<file path="src/rtl/rc4_prga_decrypt.sv">
// RC4 keystream generator and message decryptor: walks i/j through the shuffled
// S memory, swaps entries, and XORs each keystream byte with the encrypted ROM.
module rc4_prga_decrypt #(
   parameter int MSG_LEN = 32,
   parameter int K_W     = 5
) (
   input  logic           clk,
   input  logic           reset,
   input  logic           start,
   output logic           done,
   output logic [7:0]     s_addr,
   input  logic [7:0]     s_rdata,
   output logic [7:0]     s_wdata,
   output logic           s_wren,
   output logic [K_W-1:0] enc_addr,
   input  logic [7:0]     enc_rdata,
   output logic [K_W-1:0] dec_addr,
   output logic [7:0]     dec_wdata,
   output logic           dec_wren
);

   localparam logic [K_W-1:0] K_LAST = K_W'(MSG_LEN - 1);

   typedef enum logic [3:0] {
      IDLE,
      RD_I,
      LAT_I,
      RD_J,
      LAT_J,
      WR_I,
      WR_J,
      RD_F,
      LAT_F,
      WR_D,
      DONE
   } state_t;

   state_t         state, state_nxt;
   logic [7:0]     i, i_nxt;
   logic [7:0]     j, j_nxt;
   logic [K_W-1:0] k, k_nxt;
   logic [7:0]     si, si_nxt;
   logic [7:0]     sj, sj_nxt;
   logic [7:0]     f, f_nxt;
   logic [7:0]     enc_byte, enc_byte_nxt;

   logic           done_nxt;
   logic [7:0]     s_addr_nxt;
   logic [7:0]     s_wdata_nxt;
   logic           s_wren_nxt;
   logic [K_W-1:0] enc_addr_nxt;
   logic [K_W-1:0] dec_addr_nxt;
   logic [7:0]     dec_wdata_nxt;
   logic           dec_wren_nxt;

   // Next-state and working-register updates
   always_comb begin
      state_nxt    = state;
      i_nxt        = i;
      j_nxt        = j;
      k_nxt        = k;
      si_nxt       = si;
      sj_nxt       = sj;
      f_nxt        = f;
      enc_byte_nxt = enc_byte;

      case (state)
         IDLE, DONE: begin
            if (start) begin
               i_nxt     = 8'd1;
               j_nxt     = 8'd0;
               k_nxt     = '0;
               state_nxt = RD_I;
            end
         end
         RD_I:  state_nxt = LAT_I;
         LAT_I: begin
            si_nxt    = s_rdata;
            j_nxt     = j + s_rdata;
            state_nxt = RD_J;
         end
         RD_J:  state_nxt = LAT_J;
         LAT_J: begin
            sj_nxt    = s_rdata;
            state_nxt = WR_I;
         end
         WR_I:  state_nxt = WR_J;
         WR_J:  state_nxt = RD_F;
         RD_F:  state_nxt = LAT_F;
         LAT_F: begin
            f_nxt        = s_rdata;
            enc_byte_nxt = enc_rdata;
            state_nxt    = WR_D;
         end
         WR_D: begin
            if (k == K_LAST) begin
               state_nxt = DONE;
            end else begin
               k_nxt     = k + K_W'(1);
               i_nxt     = i + 8'd1;
               state_nxt = RD_I;
            end
         end
         default: state_nxt = IDLE;
      endcase
   end

   // Outputs are decoded from the state being entered so they can be registered
   // and still appear during that state.
   always_comb begin
      done_nxt      = 1'b0;
      s_addr_nxt    = 8'd0;
      s_wdata_nxt   = 8'd0;
      s_wren_nxt    = 1'b0;
      enc_addr_nxt  = '0;
      dec_addr_nxt  = '0;
      dec_wdata_nxt = 8'd0;
      dec_wren_nxt  = 1'b0;

      case (state_nxt)
         RD_I: s_addr_nxt = i_nxt;
         RD_J: s_addr_nxt = j_nxt;
         WR_I: begin
            s_addr_nxt  = i_nxt;
            s_wdata_nxt = sj_nxt;
            s_wren_nxt  = 1'b1;
         end
         WR_J: begin
            s_addr_nxt  = j_nxt;
            s_wdata_nxt = si_nxt;
            s_wren_nxt  = 1'b1;
         end
         RD_F: begin
            s_addr_nxt   = si_nxt + sj_nxt;
            enc_addr_nxt = k_nxt;
         end
         WR_D: begin
            dec_addr_nxt  = k_nxt;
            dec_wdata_nxt = f_nxt ^ enc_byte_nxt;
            dec_wren_nxt  = 1'b1;
         end
         DONE: done_nxt = 1'b1;
         default: ;
      endcase
   end

   // State, working registers and output registers
   always_ff @(posedge clk) begin
      if (reset) begin
         state     <= IDLE;
         i         <= 8'd0;
         j         <= 8'd0;
         k         <= '0;
         si        <= 8'd0;
         sj        <= 8'd0;
         f         <= 8'd0;
         enc_byte  <= 8'd0;
         done      <= 1'b0;
         s_addr    <= 8'd0;
         s_wdata   <= 8'd0;
         s_wren    <= 1'b0;
         enc_addr  <= '0;
         dec_addr  <= '0;
         dec_wdata <= 8'd0;
         dec_wren  <= 1'b0;
      end else begin
         state     <= state_nxt;
         i         <= i_nxt;
         j         <= j_nxt;
         k         <= k_nxt;
         si        <= si_nxt;
         sj        <= sj_nxt;
         f         <= f_nxt;
         enc_byte  <= enc_byte_nxt;
         done      <= done_nxt;
         s_addr    <= s_addr_nxt;
         s_wdata   <= s_wdata_nxt;
         s_wren    <= s_wren_nxt;
         enc_addr  <= enc_addr_nxt;
         dec_addr  <= dec_addr_nxt;
         dec_wdata <= dec_wdata_nxt;
         dec_wren  <= dec_wren_nxt;
      end
   end

endmodule
</file>
<file path="config.mk">
export PLATFORM = sky130hd
export DESIGN_NAME = rc4_prga_decrypt
export DESIGN_NICKNAME = d
export VERILOG_FILES = /design/src/rtl/rc4_prga_decrypt.sv
export SDC_FILE = /design/constraint.sdc
export NUM_CORES = 1
export LEC_CHECK = 0
export ABC_AREA = 1
export CELL_PAD_IN_SITES_DETAIL_PLACEMENT = 2
export CELL_PAD_IN_SITES_GLOBAL_PLACEMENT = 2
export CORE_MARGIN = 1
export CORE_UTILIZATION = 28
export DETAILED_ROUTE_END_ITERATION = 8
export PLACE_DENSITY = 0.72
export SLEW_MARGIN = 30
export SYNTH_ARGS = -nofsm -noshare
export SYNTH_HDL_FRONTEND = slang
export SYNTH_SLANG_ARGS = --single-unit
</file>
<file path="constraint.sdc">
create_clock -name clk -period 2.37 [get_ports clk]
set_input_delay 0.474 -clock clk [delete_from_list [all_inputs] [get_ports clk]]
set_output_delay 0.474 -clock clk [all_outputs]
set_load 0.01 [all_outputs]
</file>
* Word-level counts from Yosys, hierarchy flattened *
Index checks and enable logic that the tools add are counted.

word-level totals
  logic and storage cells = 68
  bits in writable memories = 0
  latch bits = 0
  memory bits (read-only) = 0
  output and inout port bits = 37
  input bits = 19
  register bits after elaboration = 94
  memories kept = 0

cells by class
  multiplexer cells = 20
  add/sub/neg operators = 4
  shift operators = 0
  $mul = 0
  div/mod/pow operators = 0
  reductions and logical operators = 7
  magnitude comparators = 0
  bitwise logic cells = 3
  equality and inequality tests = 18

operators by type and width
  cell                                                  number
  two-way mux 8 bit                                     7
  case mux 8 bit (2 select lines)                       3
  case mux 4 bit (10 select lines)                      1
  equality test 4 x 3 -> 1 bit (second input constant)  7
  case mux 8 bit (3 select lines)                       1
  equality test 4 bit (second input constant)           5
  adder 8 bit                                           2
  equality test 4 x 2 -> 1 bit (second input constant)  3
  OR reduction 2 bit                                    6
  two-way mux 5 bit                                     2
  case mux 5 bit (2 select lines)                       1
  adder 8 x 1 -> 8 bit (second input constant)          1
  equality test 4 x 1 -> 1 bit (second input constant)  2
  two-way mux 4 bit                                     2
  XOR 8 bit                                             1
  adder 5 x 1 -> 5 bit (second input constant)          1
  equality test 5 bit (second input constant)           1
  logical NOT 4 bit                                     1
  two-way mux 1 bit                                     3
  inverter 1 bit                                        2

* Logic depth before layout (Yosys ltp) *
Gate-level depths: netlist of run 1.

  depth in word-level cells = 6
  mapped depth = 19
  depth with buffers taken out = 18

* Worst setup path after synthesis of run 1 *
No wires, ideal clock.

  kind = register to register
  start = register state[1]
  end = register s_addr[6]
  data required time = 2,242 ps
  period minus slack after synthesis = 2,464 ps
  arrival time = 2,336 ps
  cell stages (with the launch flop) = 20
  library setup time = 128 ps
  path slack = -94 ps
  path buffers = 1
  cells stage by stage = dfxtp_1 inv_1 nor2_4 nand2_4 inv_1 buf_4 or2_2 o21ai_1 inv_1 ha_1 inv_1 fa_1 inv_1 nand4_1 nand3_1 or2_2 nand3_1 nand2_1 nor2_1 nor2_1

on the way
  elaborated cells between the ends (all ways) = 27
  those cells by class = add/sub (1); eq/ne (15); mux (7); reduce/logical (4)

RTL lines
  what                             RTL line  source
  start, declared                  38        state_t state, state_nxt;
  start signal, assigned           167       state <= state_nxt;
  equality test 4 x 2 -> 1 bit     67        case (state)
  two-way mux 8 bit                67
  net si_nxt[0]                    42        logic [7:0] si, si_nxt;
  adder 8 bit                      134       s_addr_nxt = si_nxt + sj_nxt;
  case mux 8 bit (3 select lines)  120       case (state_nxt)
  end signal, assigned             176       s_addr <= s_addr_nxt;
  end, declared                    11        output logic [7:0] s_addr,

The timed path passes the listed nets, and every way through them passes these cells.
A chain may end at the register's enable or synchronous reset.

* Worst setup path after layout of run 1 *
  start = input s_rdata[5]
  end = register s_addr[6]

on the way
  cells in the longest elaborated chain, start to end = 3
  elaborated cells between the ends (all ways) = 6
  those cells by class = add/sub (2); mux (4)

RTL lines
  what                                                                   RTL line  source
  start, declared                                                        12        input logic [7:0] s_rdata,
  adder 8 bit / two-way mux 8 bit (equally long branches)                79, 67
  case mux 8 bit (2 select lines) / adder 8 bit (equally long branches)  67, 134
  case mux 8 bit (3 select lines) (*)                                    120

Mark *: on every way between the ends. The rest lies on a longest branch, timed or not.

==> results of run 1 <==
==> final cells by class <==
cell class / instances / share of cell area [%]
repair buffers: 150 / 19.6
flip-flops and latches: 94 / 28.2
clock buffers: 11 / 3.63
clock inverters: 5 / 0.636
inverters: 90 / 5.16
well taps: 211 / 3.95
multi-input cells: 418 / 38.8
==> worst paths after layout <==
check	start	end	slack [ns]	cells after the start
worst max register to register	state[0]	s_addr[6]	-0.31	18
worst min-delay path	enc_byte[2]	enc_byte[2]	0.51	2
worst min register to register	enc_byte[2]	enc_byte[2]	0.51	2
worst max-delay path	s_rdata[5]	s_addr[6]	-0.36	14
==> metal layers <==
metal | wire, microns | part of all wire (%) | vias up
li1 | - | - | 2226
met3 | 559 | 2.8 | 55
met5 | 0 | 0 | -
met2 | 11000 | 54 | 105
met4 | 763 | 3.8 | 0
met1 | 7900 | 39 | 2353
==> cells by family (layout without fill, tap and decap cells) <==
logic type	after synthesis	after routing	share of synthesized area, %
compound gates	82	82	9.89
xor+xnor	10	10	1.95
fa+ha+maj	18	18	5.35
buf+inv	101	256	8.80
flops	94	94	41.9
mux	16	16	3.56
simple gates	292	292	28.6
==> power by group through the flow <==
| stage | Combinational [mW] | Sequential, mW | Clock (mW) |
|---|---|---|---|
| 3_3_place_gp | 2.62 | 1.85 | 0 |
| 3_5_place_dp | 2.73 | 1.87 | 0 |
| 6_report | 3.69 | 1.85 | 1.45 |
| 2_1_floorplan | 1.43 | 1.87 | 0 |
| 5_1_grt | 3.93 | 1.86 | 1.55 |
| 4_1_cts | 3.24 | 1.84 | 1.47 |
==> per-stage QoR <==
stage | hold WS [ns] | util (%) | total power, mW | instance area (sq um)
4_1_cts | 0.510 | 42.0 | 6.55 | 6480
3_5_place_dp | 0.488 | 37.8 | 4.60 | 5840
5_1_grt | 0.545 | 43.4 | 7.34 | 6690
3_3_place_gp | 0.469 | 37.8 | 4.48 | 5840
2_1_floorplan | 0.452 | - | 3.30 | 4520
6_report | 0.512 | 43.4 | 6.99 | 6690
==> sequential cells by signal, indices dropped and copies added, names as in the netlist <==
register	cells
dec_wdata	8
enc_byte	8
f	8
i	8
j	8
s_addr	8
s_wdata	8
si	8
sj	8
dec_addr	5
enc_addr	5
k	5
state	4
dec_wren	1
done	1
s_wren	1
==> critical path, delay by kind of cell <==
family	cells	cell delay [ns]
buffers and inverters	3	0.91
adders and majority gates	1	0.41
and+or+nand+nor	10	1.17
==> synthesized netlist by cell type, types with 2 or more instances <==
library cell and instances:
sky130_fd_sc_hd__or2_2 9, sky130_fd_sc_hd__nand3_1 32, sky130_fd_sc_hd__fa_1 2, sky130_fd_sc_hd__ha_1 16, sky130_fd_sc_hd__nand2_2 6, sky130_fd_sc_hd__mux2i_1 16
sky130_fd_sc_hd__nand2_1 150, sky130_fd_sc_hd__clkbuf_1 7, sky130_fd_sc_hd__nand3_2 2, sky130_fd_sc_hd__nor3_1 2, sky130_fd_sc_hd__a31oi_1 3, sky130_fd_sc_hd__o21ai_1 9
sky130_fd_sc_hd__o21bai_1 2, sky130_fd_sc_hd__dfxtp_1 94, sky130_fd_sc_hd__nand4_1 5, sky130_fd_sc_hd__inv_2 6, sky130_fd_sc_hd__xor2_1 9, sky130_fd_sc_hd__nand3b_1 2
sky130_fd_sc_hd__nor2_1 71, sky130_fd_sc_hd__inv_1 82, sky130_fd_sc_hd__nor2_2 5, sky130_fd_sc_hd__nor2_4 2, sky130_fd_sc_hd__buf_2 2, sky130_fd_sc_hd__o21ai_0 22
sky130_fd_sc_hd__a21oi_1 38, sky130_fd_sc_hd__nand2_4 3
==> what timing repair did <==
action / 4_1_cts / 5_1_grt
hold buffers: 0 / 0
gates resized for setup: 64 / 47
endpoints found under the hold margin: 0 / 0
pin swaps: 23 / 25
buffers inserted: 17 / 7
setup endpoints to repair: 7 / 8
==> results_tabular.tex, run 1 <==
\begin{tabular}{lr}
\hline
Metric & Value \\
\hline
\multicolumn{2}{l}{\textbf{Pwr}} \\
Max VDD drop & 0.414 mV \\
Reg power frac & 26.4\% \\
Pwr dens & 1040 mW/mm\^{}2 \\
Switching component of the power & 2.88 mW \\
Combinational share of power & 52.8\% \\
Switching power share of the total & 41.2\% \\
Share of total power in the clock network & 20.7\% \\
Cell-internal power & 4.11 mW \\
Leak Pwr & 3.01 nW \\
\multicolumn{2}{l}{\textbf{Setup path}} \\
Max stage delay on crit path & 0.55 ns \\
Slowest cell on crit path & sky130\_fd\_sc\_hd\_\_clkdlybuf4s50\_1 \\
Maximum fanout encountered on the critical timing path & 5 \\
Critical setup path kind & primary input to register \\
Most used cell, CP & sky130\_fd\_sc\_hd\_\_nand2\_1 \\
Cell chain of the critical path & clkdlybuf4s50\_1 -> buf\_4 -> ha\_1 -> nand2\_1 -> inv\_1 -> nand4\_1 -> nand3\_1 -> nand2\_1 -> nand3\_1 -> nand2\_1 -> nand2\_1 -> nand2\_4 -> nor2\_2 -> nor2\_1 \\
Crit path capture type & register \\
Arrival time at the worst endpoint & 2.96 ns \\
Critical path launch point type & primary input \\
Worst EP required & 2.60 ns \\
\multicolumn{2}{l}{\textbf{Layout}} \\
Total Nets Final & 800 \\
Count of non-filler cells in the finished layout & 979 \\
Number of fill cells in the layout & 1778 \\
Most common cell after layout, fill and taps aside & sky130\_fd\_sc\_hd\_\_nand2\_1 \\
Multi-input logic area & 0.00260 sq mm \\
Storage cell area & 0.00189 sq mm \\
Antenna cell count & 0 \\
Share of final-layout standard cells stronger than drive strength 1 & 29.6\% \\
Area growth from synthesis to layout & 48.9\% \\
Commonest cells after routing, fill and taps aside & sky130\_fd\_sc\_hd\_\_nand2\_1, sky130\_fd\_sc\_hd\_\_dfxtp\_1, sky130\_fd\_sc\_hd\_\_buf\_4, sky130\_fd\_sc\_hd\_\_nor2\_1, sky130\_fd\_sc\_hd\_\_inv\_1 \\
\multicolumn{2}{l}{\textbf{Clocking}} \\
Total number of clock tree sinks & 94 \\
Clock root cell & sky130\_fd\_sc\_hd\_\_clkbuf\_16 \\
TritonCTS clock tree & built \\
Maximum level of the CTS H-tree & 3 \\
Clock buffer count from CTS & 9 \\
Clock input transition at the sequential cells of the worst setup and hold paths & 0.07 ns \\
Clock latency of the later-clocked register in the worst-skew pair & 0.36 ns \\
Number of buffers on the longest clock path & 2 \\
\multicolumn{2}{l}{\textbf{Die}} \\
IO Pins & 56 \\
Die Width & 129 microns \\
Initial cell density of the core & 29.1\% \\
Area of the die & 0.0166 sq mm \\
Row count & 45 \\
Floorplan die height & 129 microns \\
Placeable Area & 0.0154 sq mm \\
\multicolumn{2}{l}{\textbf{Timing}} \\
Unrepaired setup endpoints after global routing & true \\
PnR worst setup slack & -0.362 ns \\
Transition time of the tightest slew-check pin & 0.605 ns \\
Final-report setup violation count & 7 \\
Fraction of the cycle the final worst path needs & 115\% \\
Total negative setup slack & -1.27 ns \\
Worst slew margin relative to its limit & 59.7\% \\
Final critical-path required period & 2.73 ns \\
Max-slew violations & 0 \\
Skew final & 0.00782 ns \\
Max frequency & 366 MHz \\
Number of hold-slack violations in the final timing report & 0 \\
\multicolumn{2}{l}{\textbf{Synth}} \\
Ys flop type & sky130\_fd\_sc\_hd\_\_dfxtp\_1 \\
Net count of the mapped netlist & 650 \\
Library cell occupying the most area in the post-synthesis netlist & sky130\_fd\_sc\_hd\_\_dfxtp\_1 \\
Cells after synthesis & 613 \\
Post-synthesis area per instance & 7.33 sq um \\
Number of unique standard cell types used by synthesis & 42 \\
Flop and latch count out of synthesis & 94 \\
Top cells by area in the synthesized netlist & sky130\_fd\_sc\_hd\_\_dfxtp\_1, sky130\_fd\_sc\_hd\_\_nand2\_1, sky130\_fd\_sc\_hd\_\_inv\_1 \\
Fraction of registers with async set/reset & 0\% \\
Seq/Total Area, Yosys & 41.9\% \\
Cell area after synthesis & 0.00449 sq mm \\
Ys Warns & 0 \\
Area share of the largest cell type after synthesis & 41.9\% \\
EDFF count, synth & 0 \\
\multicolumn{2}{l}{\textbf{Route}} \\
Antenna-violating nets left & 0 \\
Total length of routed wires & 20200 microns \\
Wire length per cell after detailed routing & 20.6 microns \\
Detailed-router iteration count before antenna repair & 4 \\
1st-iter DRT viols & 149 \\
Number of vias after detailed routing & 4739 \\
Number of remaining DRC errors & 0 \\
Drt via density & 4.84 \\
\multicolumn{2}{l}{\textbf{Placement}} \\
RD Place Congestion & 0.840 \\
Post-placement cell count & 940 \\
Total of buffers placed on input and output ports & 55 \\
Worst slack, placed & -0.376 ns \\
DPL Wire Length & 12000 microns \\
\multicolumn{2}{l}{\textbf{Global routing}} \\
Global route overflow & 0 \\
Met2 global-route usage & 46.2\% \\
M1 GR Usage & 25.0\% \\
Met3 Use GR & 3.83\% \\
Number of antenna violations at the first check in global routing & 0 \\
All-Layer GR Usage & 23.4\% \\
Number of global-route vias before repair & 5324 \\
Largest net degree at the start of global routing & 44 \\
Layer with the highest usage after global routing & met2 \\
First-pass GRT wire length & 28800 microns \\
\multicolumn{2}{l}{\textbf{Status}} \\
Violated checks & negative setup slack \\
Result of the run & complete, but fails checks \\
\multicolumn{2}{l}{\textbf{Job}} \\
Max Cap Violations & 0 \\
\multicolumn{2}{l}{\textbf{Hold path}} \\
Tightest Hold Check Type & register to register \\
\hline
\end{tabular}
Power figures use the tool's default switching activity.
==> run 2: changes to the inputs <==
SETUP_SLACK_MARGIN = 0.1   (was unset)
==> run 2 against run 1 <==
The run still ends with negative setup slack left. Cell area increased by 0.82%. Worst setup slack improved by 0.17 ns. Fmax increased by 6.4%. Sequential cell count unchanged. Critical path depth increased by 3. Wire length decreased by 3.4%. Register-to-register slack improved by 0.11 ns. Die area unchanged.
==> results_tabular.tex, run 2 (synthesized netlist as in run 1, its figures left out) <==
\begin{tabular}{lr}
\hline
Metric & Value \\
\hline
\multicolumn{2}{l}{\textbf{Status}} \\
Result of the run & complete, but fails checks \\
Violated checks & negative setup slack \\
\multicolumn{2}{l}{\textbf{Setup path}} \\
Critical setup path kind & register to register \\
Arrival time at the worst endpoint & 2.80 ns (-0.16 ns) \\
Critical path launch point type & register \\
Maximum fanout encountered on the critical timing path & 5 (unchanged) \\
Crit path capture type & register \\
Worst EP required & 2.61 ns (about the same) \\
\multicolumn{2}{l}{\textbf{Timing}} \\
Fraction of the cycle the final worst path needs & 108\% (-7.0 points) \\
Final critical-path required period & 2.57 ns (-0.165 ns) \\
Skew final & 0.00860 ns (+0.000778 ns) \\
Unrepaired setup endpoints after global routing & true \\
Max-slew violations & 0 (unchanged) \\
Number of hold-slack violations in the final timing report & 0 (unchanged) \\
Worst hold-check slack & 0.471 ns (-0.0403 ns) \\
Transition time of the tightest slew-check pin & 0.461 ns (-0.144 ns) \\
Worst slew margin relative to its limit & 69.1\% (+9.4 points) \\
Max frequency & 390 MHz (+6.4\%) \\
Final-report setup violation count & 6 (-1) \\
PnR worst setup slack & -0.197 ns (+0.165 ns) \\
\multicolumn{2}{l}{\textbf{Die}} \\
Initial cell density of the core & 29.1\% (unchanged) \\
Floorplan die height & 129 microns (unchanged) \\
Die Width & 129 microns (unchanged) \\
Row count & 45 (unchanged) \\
Placeable Area & 0.0154 sq mm (unchanged) \\
IO Pins & 56 (unchanged) \\
Area of the die & 0.0166 sq mm (unchanged) \\
\multicolumn{2}{l}{\textbf{Clocking}} \\
Maximum level of the CTS H-tree & 3 (unchanged) \\
Clock root cell & sky130\_fd\_sc\_hd\_\_clkbuf\_16 \\
Hold-fix buffer count after cts & 0 (unchanged) \\
Number of buffers on the longest clock path & 2 (unchanged) \\
Clock buffer count from CTS & 9 (unchanged) \\
Clock latency of the later-clocked register in the worst-skew pair & 0.36 ns (about the same) \\
Total number of clock tree sinks & 94 (unchanged) \\
TritonCTS clock tree & built \\
Clock input transition at the sequential cells of the worst setup and hold paths & 0.07 ns (about the same) \\
\multicolumn{2}{l}{\textbf{Layout}} \\
Commonest cells after routing, fill and taps aside & sky130\_fd\_sc\_hd\_\_nand2\_1, sky130\_fd\_sc\_hd\_\_buf\_4, sky130\_fd\_sc\_hd\_\_dfxtp\_1, sky130\_fd\_sc\_hd\_\_inv\_1, sky130\_fd\_sc\_hd\_\_nor2\_1 \\
Post-layout util & 43.7\% (+0.36 points) \\
Total Nets Final & 814 (+1.8\%) \\
Area growth from synthesis to layout & 50.1\% \\
Antenna cell count & 0 (unchanged) \\
Most common cell after layout, fill and taps aside & sky130\_fd\_sc\_hd\_\_nand2\_1 \\
Number of fill cells in the layout & 1793 (+0.84\%) \\
Share of final-layout standard cells stronger than drive strength 1 & 29.7\% (+0.15 points) \\
\multicolumn{2}{l}{\textbf{Route}} \\
Number of vias after detailed routing & 4752 (+0.27\%) \\
Wire length per cell after detailed routing & 19.7 microns (-4.6\%) \\
Total length of routed wires & 19500 microns (-3.4\%) \\
1st-iter DRT viols & 171 (+15\%) \\
Drt via density & 4.79 (-1.0\%) \\
Number of remaining DRC errors & 0 (unchanged) \\
Detailed-router iteration count before antenna repair & 4 (unchanged) \\
Antenna-violating nets left & 0 (unchanged) \\
\multicolumn{2}{l}{\textbf{Global routing}} \\
All-Layer GR Usage & 22.4\% (-0.98 points) \\
Number of antenna violations at the first check in global routing & 0 (unchanged) \\
First-pass GRT wire length & 28100 microns (-2.6\%) \\
Global route overflow & 0 (unchanged) \\
Number of global-route vias before repair & 5264 (-1.1\%) \\
Largest net degree at the start of global routing & 32 (-27\%) \\
\multicolumn{2}{l}{\textbf{Placement}} \\
DPL Wire Length & 12200 microns (+1.1\%) \\
RD Place Congestion & 0.906 (+8.0\%) \\
Total of buffers placed on input and output ports & 55 (unchanged) \\
\multicolumn{2}{l}{\textbf{Pwr}} \\
Pwr dens & 1050 mW/mm\^{}2 (+0.29\%) \\
Max VDD drop & 0.370 mV (-10\%) \\
Leak Pwr & 3.02 nW (+0.46\%) \\
\multicolumn{2}{l}{\textbf{Job}} \\
Max Cap Violations & 0 (unchanged) \\
\multicolumn{2}{l}{\textbf{Hold path}} \\
Tightest Hold Check Type & primary input to register \\
\hline
\end{tabular}
run 2: path summary, 6_finish.rpt:
check | slack [ns] | end | start | cells past startpoint
min | 0.47 | j[2] | reset | 2
max | -0.20 | s_addr[6] | state[3] | 17
min reg2reg | 0.51 | enc_byte[6] | enc_byte[6] | 2
max reg2reg | -0.20 | s_addr[6] | state[3] | 17
run 2: stage by stage:
step / setup WS [ns] / TNS, ns / area [sq um] / total power [mW] / std cells
CTS: 0.0412 / 0 / 6540 / 6.58 / 983
global placement: -0.254 / -1.08 / 5900 / 4.53 / 945
floorplan: 0.101 / 0 / 4570 / 3.39 / 613
detailed placement: -0.340 / -1.87 / 5900 / 4.69 / 945
finish: -0.197 / -0.689 / 6740 / 7.07 / 992
global route: -0.324 / -1.29 / 6740 / 7.41 / 992
run 2: cell type report:
type	instances	area, sq um	share of cell area [%]
flip-flops and latches	94	1890	28.1
clock buffers	10	239	3.54
clock inverters	5	35.0	0.519
inverters	90	362	5.36
repair buffers	164	1410	20.9
well taps	211	264	3.91
multi-input cells	418	2540	37.7
run 2: what timing repair did:
action,CTS,global route
endpoints found under the hold margin,0,0
pin swaps,21,25
gates resized for setup,58,39
setup buffers,23,10
endpoints found under the setup margin,7,11
run 2: power breakdown:
group	switching, mW	internal (mW)	total (mW)	leakage, nW
clock network	0.664	0.735	1.40	0.131
registers	0.117	1.76	1.88	0.762
logic	2.08	1.71	3.79	2.13
run 2: routing by layer:
metal | track usage (%) | routed length [microns] | vias to the layer above
met5 | 0 | 0 | -
met4 | 10.0 | 947 | 0
met3 | 2.74 | 498 | 58
met2 | 42.6 | 10300 | 108
met1 | 24.8 | 7720 | 2330
li1 | - | - | 2256
run 2: worst max-delay path, cell delays in order, from the launching register on:
cell and delay (ns):
sky130_fd_sc_hd__dfxtp_4 0.36, sky130_fd_sc_hd__buf_6 0.13, sky130_fd_sc_hd__inv_6 0.06, sky130_fd_sc_hd__nand2_4 0.05, sky130_fd_sc_hd__nor2_4 0.27, sky130_fd_sc_hd__nand2_2 0.13, sky130_fd_sc_hd__nand2_4 0.11, sky130_fd_sc_hd__ha_4 0.16
sky130_fd_sc_hd__inv_4 0.04, sky130_fd_sc_hd__fa_2 0.35, sky130_fd_sc_hd__inv_2 0.13, sky130_fd_sc_hd__nand4_1 0.15, sky130_fd_sc_hd__nand3_2 0.12, sky130_fd_sc_hd__nand2_1 0.09, sky130_fd_sc_hd__nand3_2 0.07, sky130_fd_sc_hd__nand2_1 0.08
sky130_fd_sc_hd__nor2_2 0.10, sky130_fd_sc_hd__nor2_1 0.04
==> run 3: changes to the inputs <==
CORE_UTILIZATION = 32   (was 28)
DONT_BUFFER_PORTS = 1   (was unset)
==> run 3 against run 2 <==
The flow still finishes with violations (negative setup slack). Clock skew is 0.0013 ns lower. Cell count is 15% lower. Critical path depth is 1 lower. Count of clock-buffer cells in the layout is 1 lower. Via count is 12% lower. Largest cell class unchanged.
==> results_tabular.tex, run 3 (synthesized netlist as in run 1, its figures left out) <==
\begin{tabular}{lr}
\hline
Metric & Value \\
\hline
\multicolumn{2}{l}{\textbf{Clocking}} \\
Number of buffers on the longest clock path & 2 (unchanged) \\
Clock input transition at the sequential cells of the worst setup and hold paths & 0.08 ns (about the same) \\
Clock latency of the later-clocked register in the worst-skew pair & 0.36 ns (about the same) \\
Clock root cell & sky130\_fd\_sc\_hd\_\_clkbuf\_16 \\
Maximum level of the CTS H-tree & 3 (unchanged) \\
Hold-fix buffer count after cts & 0 (unchanged) \\
Clock buffer count from CTS & 9 (unchanged) \\
Total number of clock tree sinks & 94 (unchanged) \\
TritonCTS clock tree & built \\
\multicolumn{2}{l}{\textbf{Global routing}} \\
Met3 Use GR & 3.82\% (+1.1 points) \\
Global route overflow & 0 (unchanged) \\
Met2 global-route usage & 37.1\% (-5.5 points) \\
M1 GR Usage & 25.2\% (+0.44 points) \\
All-Layer GR Usage & 21.2\% (-1.2 points) \\
Number of global-route vias before repair & 4484 (-15\%) \\
Layer with the highest usage after global routing & met2 \\
Number of antenna violations at the first check in global routing & 0 (unchanged) \\
First-pass GRT wire length & 23600 microns (-16\%) \\
Largest net degree at the start of global routing & 69 (+120\%) \\
\multicolumn{2}{l}{\textbf{Timing}} \\
Transition time of the tightest slew-check pin & 0.473 ns (+0.0123 ns) \\
Max-slew violations & 0 (unchanged) \\
Number of hold-slack violations in the final timing report & 0 (unchanged) \\
Fraction of the cycle the final worst path needs & 106\% (-2.4 points) \\
Final-report setup violation count & 5 (-1) \\
Total negative setup slack & -0.411 ns (+0.278 ns) \\
PnR worst setup slack & -0.139 ns (+0.0577 ns) \\
Unrepaired setup endpoints after global routing & true \\
Final critical-path required period & 2.51 ns (-0.0577 ns) \\
Skew final & 0.00734 ns (-0.00126 ns) \\
Worst slew margin relative to its limit & 68.4\% (-0.66 points) \\
Max frequency & 399 MHz (+2.3\%) \\
\multicolumn{2}{l}{\textbf{Setup path}} \\
Arrival time at the worst endpoint & 2.77 ns (-0.03 ns) \\
Cell chain of the critical path & nor2\_4 -> inv\_4 -> nor2\_4 -> nand2\_2 -> nand2\_2 -> ha\_4 -> inv\_4 -> fa\_2 -> inv\_2 -> nand4\_1 -> nand3\_2 -> nand2\_1 -> nand3\_2 -> nand2\_2 -> nor2\_1 -> nor2\_1 \\
Most used cell, CP & sky130\_fd\_sc\_hd\_\_nand2\_2 \\
Number of buffers and inverters on the critical path & 3 (-1) \\
Top delay family on crit path & simple AND/OR/NAND/NOR gates \\
Crit path capture type & register \\
Critical setup path kind & register to register \\
Maximum fanout encountered on the critical timing path & 5 (unchanged) \\
Max stage delay on crit path & 0.38 ns (+0.02 ns) \\
Slowest cell on crit path & sky130\_fd\_sc\_hd\_\_dfxtp\_4 \\
Critical path launch point type & register \\
Worst EP required & 2.63 ns (+0.02 ns) \\
\multicolumn{2}{l}{\textbf{Layout}} \\
Share of final-layout standard cells stronger than drive strength 1 & 25.0\% (-4.7 points) \\
Total Nets Final & 697 (-14\%) \\
Antenna cell count & 0 (unchanged) \\
Area growth from synthesis to layout & 26.4\% \\
Commonest cells after routing, fill and taps aside & sky130\_fd\_sc\_hd\_\_nand2\_1, sky130\_fd\_sc\_hd\_\_dfxtp\_1, sky130\_fd\_sc\_hd\_\_inv\_1, sky130\_fd\_sc\_hd\_\_nor2\_1, sky130\_fd\_sc\_hd\_\_buf\_4 \\
Most common cell after layout, fill and taps aside & sky130\_fd\_sc\_hd\_\_nand2\_1 \\
Final cell area excluding filler cells & 0.00568 sq mm (-16\%) \\
\multicolumn{2}{l}{\textbf{Route}} \\
1st-iter DRT viols & 164 (-4.1\%) \\
Total length of routed wires & 15900 microns (-18\%) \\
Number of vias after detailed routing & 4168 (-12\%) \\
Detailed-router iteration count before antenna repair & 4 (unchanged) \\
Wire length per cell after detailed routing & 18.9 microns (-3.7\%) \\
Drt via density & 4.96 (+3.5\%) \\
Antenna-violating nets left & 0 (unchanged) \\
Number of remaining DRC errors & 0 (unchanged) \\
\multicolumn{2}{l}{\textbf{Placement}} \\
Total of buffers placed on input and output ports & 0 (-100\%) \\
Post-detailed-placement cell area & 0.00487 sq mm (-18\%) \\
RD Place Congestion & 0.813 (-10\%) \\
DPL Wire Length & 10400 microns (-14\%) \\
\multicolumn{2}{l}{\textbf{Pwr}} \\
Reg power frac & 28.9\% (+2.3 points) \\
Switching power share of the total & 39.9\% (-0.59 points) \\
Leak Pwr & 2.53 nW (-16\%) \\
Pwr dens & 1150 mW/mm\^{}2 (+9.5\%) \\
Share of total power in the clock network & 24.3\% (+4.5 points) \\
Cell-internal power & 3.92 mW (-6.9\%) \\
Max VDD drop & 0.401 mV (+8.2\%) \\
Combinational share of power & 46.9\% (-6.7 points) \\
Switching component of the power & 2.60 mW (-9.1\%) \\
\multicolumn{2}{l}{\textbf{Die}} \\
Placeable Area & 0.0135 sq mm (-13\%) \\
Floorplan die height & 120 microns (-6.4\%) \\
Die Width & 120 microns (-6.4\%) \\
Area of the die & 0.0145 sq mm (-12\%) \\
Initial cell density of the core & 33.4\% (+4.3 points) \\
Row count & 42 (-6.7\%) \\
IO Pins & 56 (unchanged) \\
\multicolumn{2}{l}{\textbf{Hold path}} \\
Tightest Hold Check Type & primary input to register \\
\multicolumn{2}{l}{\textbf{Status}} \\
Violated checks & negative setup slack \\
Result of the run & complete, but fails checks \\
\multicolumn{2}{l}{\textbf{Job}} \\
Max Cap Violations & 0 (unchanged) \\
\hline
\end{tabular}
## run 3: cell types whose count changed in the layout (fill, tap and decap cells not counted), moves of 5 or more
cell                              previous run  this run
sky130_fd_sc_hd__buf_4                     101        44
sky130_fd_sc_hd__clkdlybuf4s50_1            52         0
sky130_fd_sc_hd__nand2_2                    15        22
sky130_fd_sc_hd__nand2_4                    10         4
sky130_fd_sc_hd__o21ai_2                    10         5
## run 3: timing repair
action,4_1_cts,5_1_grt
pin swaps,13,21
resized for setup,26,48
setup buffers,17,14
endpoints found under the setup margin,7,8
## run 3: cell type report
type | instances | area (sq um)
inverters | 90 | 350
repair buffers | 47 | 373
multi-input cells | 418 | 2530
clock buffers | 9 | 225
well taps | 176 | 220
clock inverters | 7 | 88.8
fillers | 1577 | 7770
flip-flops and latches | 94 | 1890
## run 3: worst reg2reg max path, cell delays in order (launching register included)
cell and delay [ns]:
sky130_fd_sc_hd__dfxtp_4 0.38, sky130_fd_sc_hd__nor2_4 0.19, sky130_fd_sc_hd__inv_4 0.07, sky130_fd_sc_hd__nor2_4 0.18, sky130_fd_sc_hd__nand2_2 0.12, sky130_fd_sc_hd__nand2_2 0.11
sky130_fd_sc_hd__ha_4 0.19, sky130_fd_sc_hd__inv_4 0.05, sky130_fd_sc_hd__fa_2 0.37, sky130_fd_sc_hd__inv_2 0.11, sky130_fd_sc_hd__nand4_1 0.15, sky130_fd_sc_hd__nand3_2 0.13
sky130_fd_sc_hd__nand2_1 0.10, sky130_fd_sc_hd__nand3_2 0.08, sky130_fd_sc_hd__nand2_2 0.05, sky130_fd_sc_hd__nor2_1 0.09, sky130_fd_sc_hd__nor2_1 0.04
## run 3: power by group through the flow
stage	logic, mW	registers [mW]	clock network (mW)
after floorplan	1.51	1.88	0
after global placement	2.06	1.89	0
after detailed placement	2.15	1.90	0
after CTS	2.53	1.88	1.61
after global routing	3.30	1.90	1.68
final	3.05	1.88	1.58
## run 3: final timing paths
path | from | to | slack (ns) | depth (start not counted)
worst max-delay path | state[0] | s_addr[6] | -0.14 | 16
worst min-delay path | reset | enc_byte[0] | 0.18 | 1
worst max register to register | state[0] | s_addr[6] | -0.14 | 16
worst min register to register | sj[6] | sj[6] | 0.49 | 2
## run 3: metrics by stage
step	utilization (%)	setup WS [ns]	hold slack (ns)	std cells	total power [mW]
floorplan	-	0.101	0.452	613	3.39
global placement	36.2	-0.00645	0.454	794	3.95
detailed placement	36.2	-0.0954	0.464	794	4.05
CTS	40.0	0.0428	0.165	827	6.02
global route	42.2	-0.221	0.166	841	6.88
finish	42.2	-0.139	0.175	841	6.52
## run 3: layer usage
metal | routed length [microns] | part of all wire [%]
met1 | 6600 | 41
met2 | 8340 | 52
met3 | 488 | 3.1
met4 | 488 | 3.1
met5 | 0 | 0
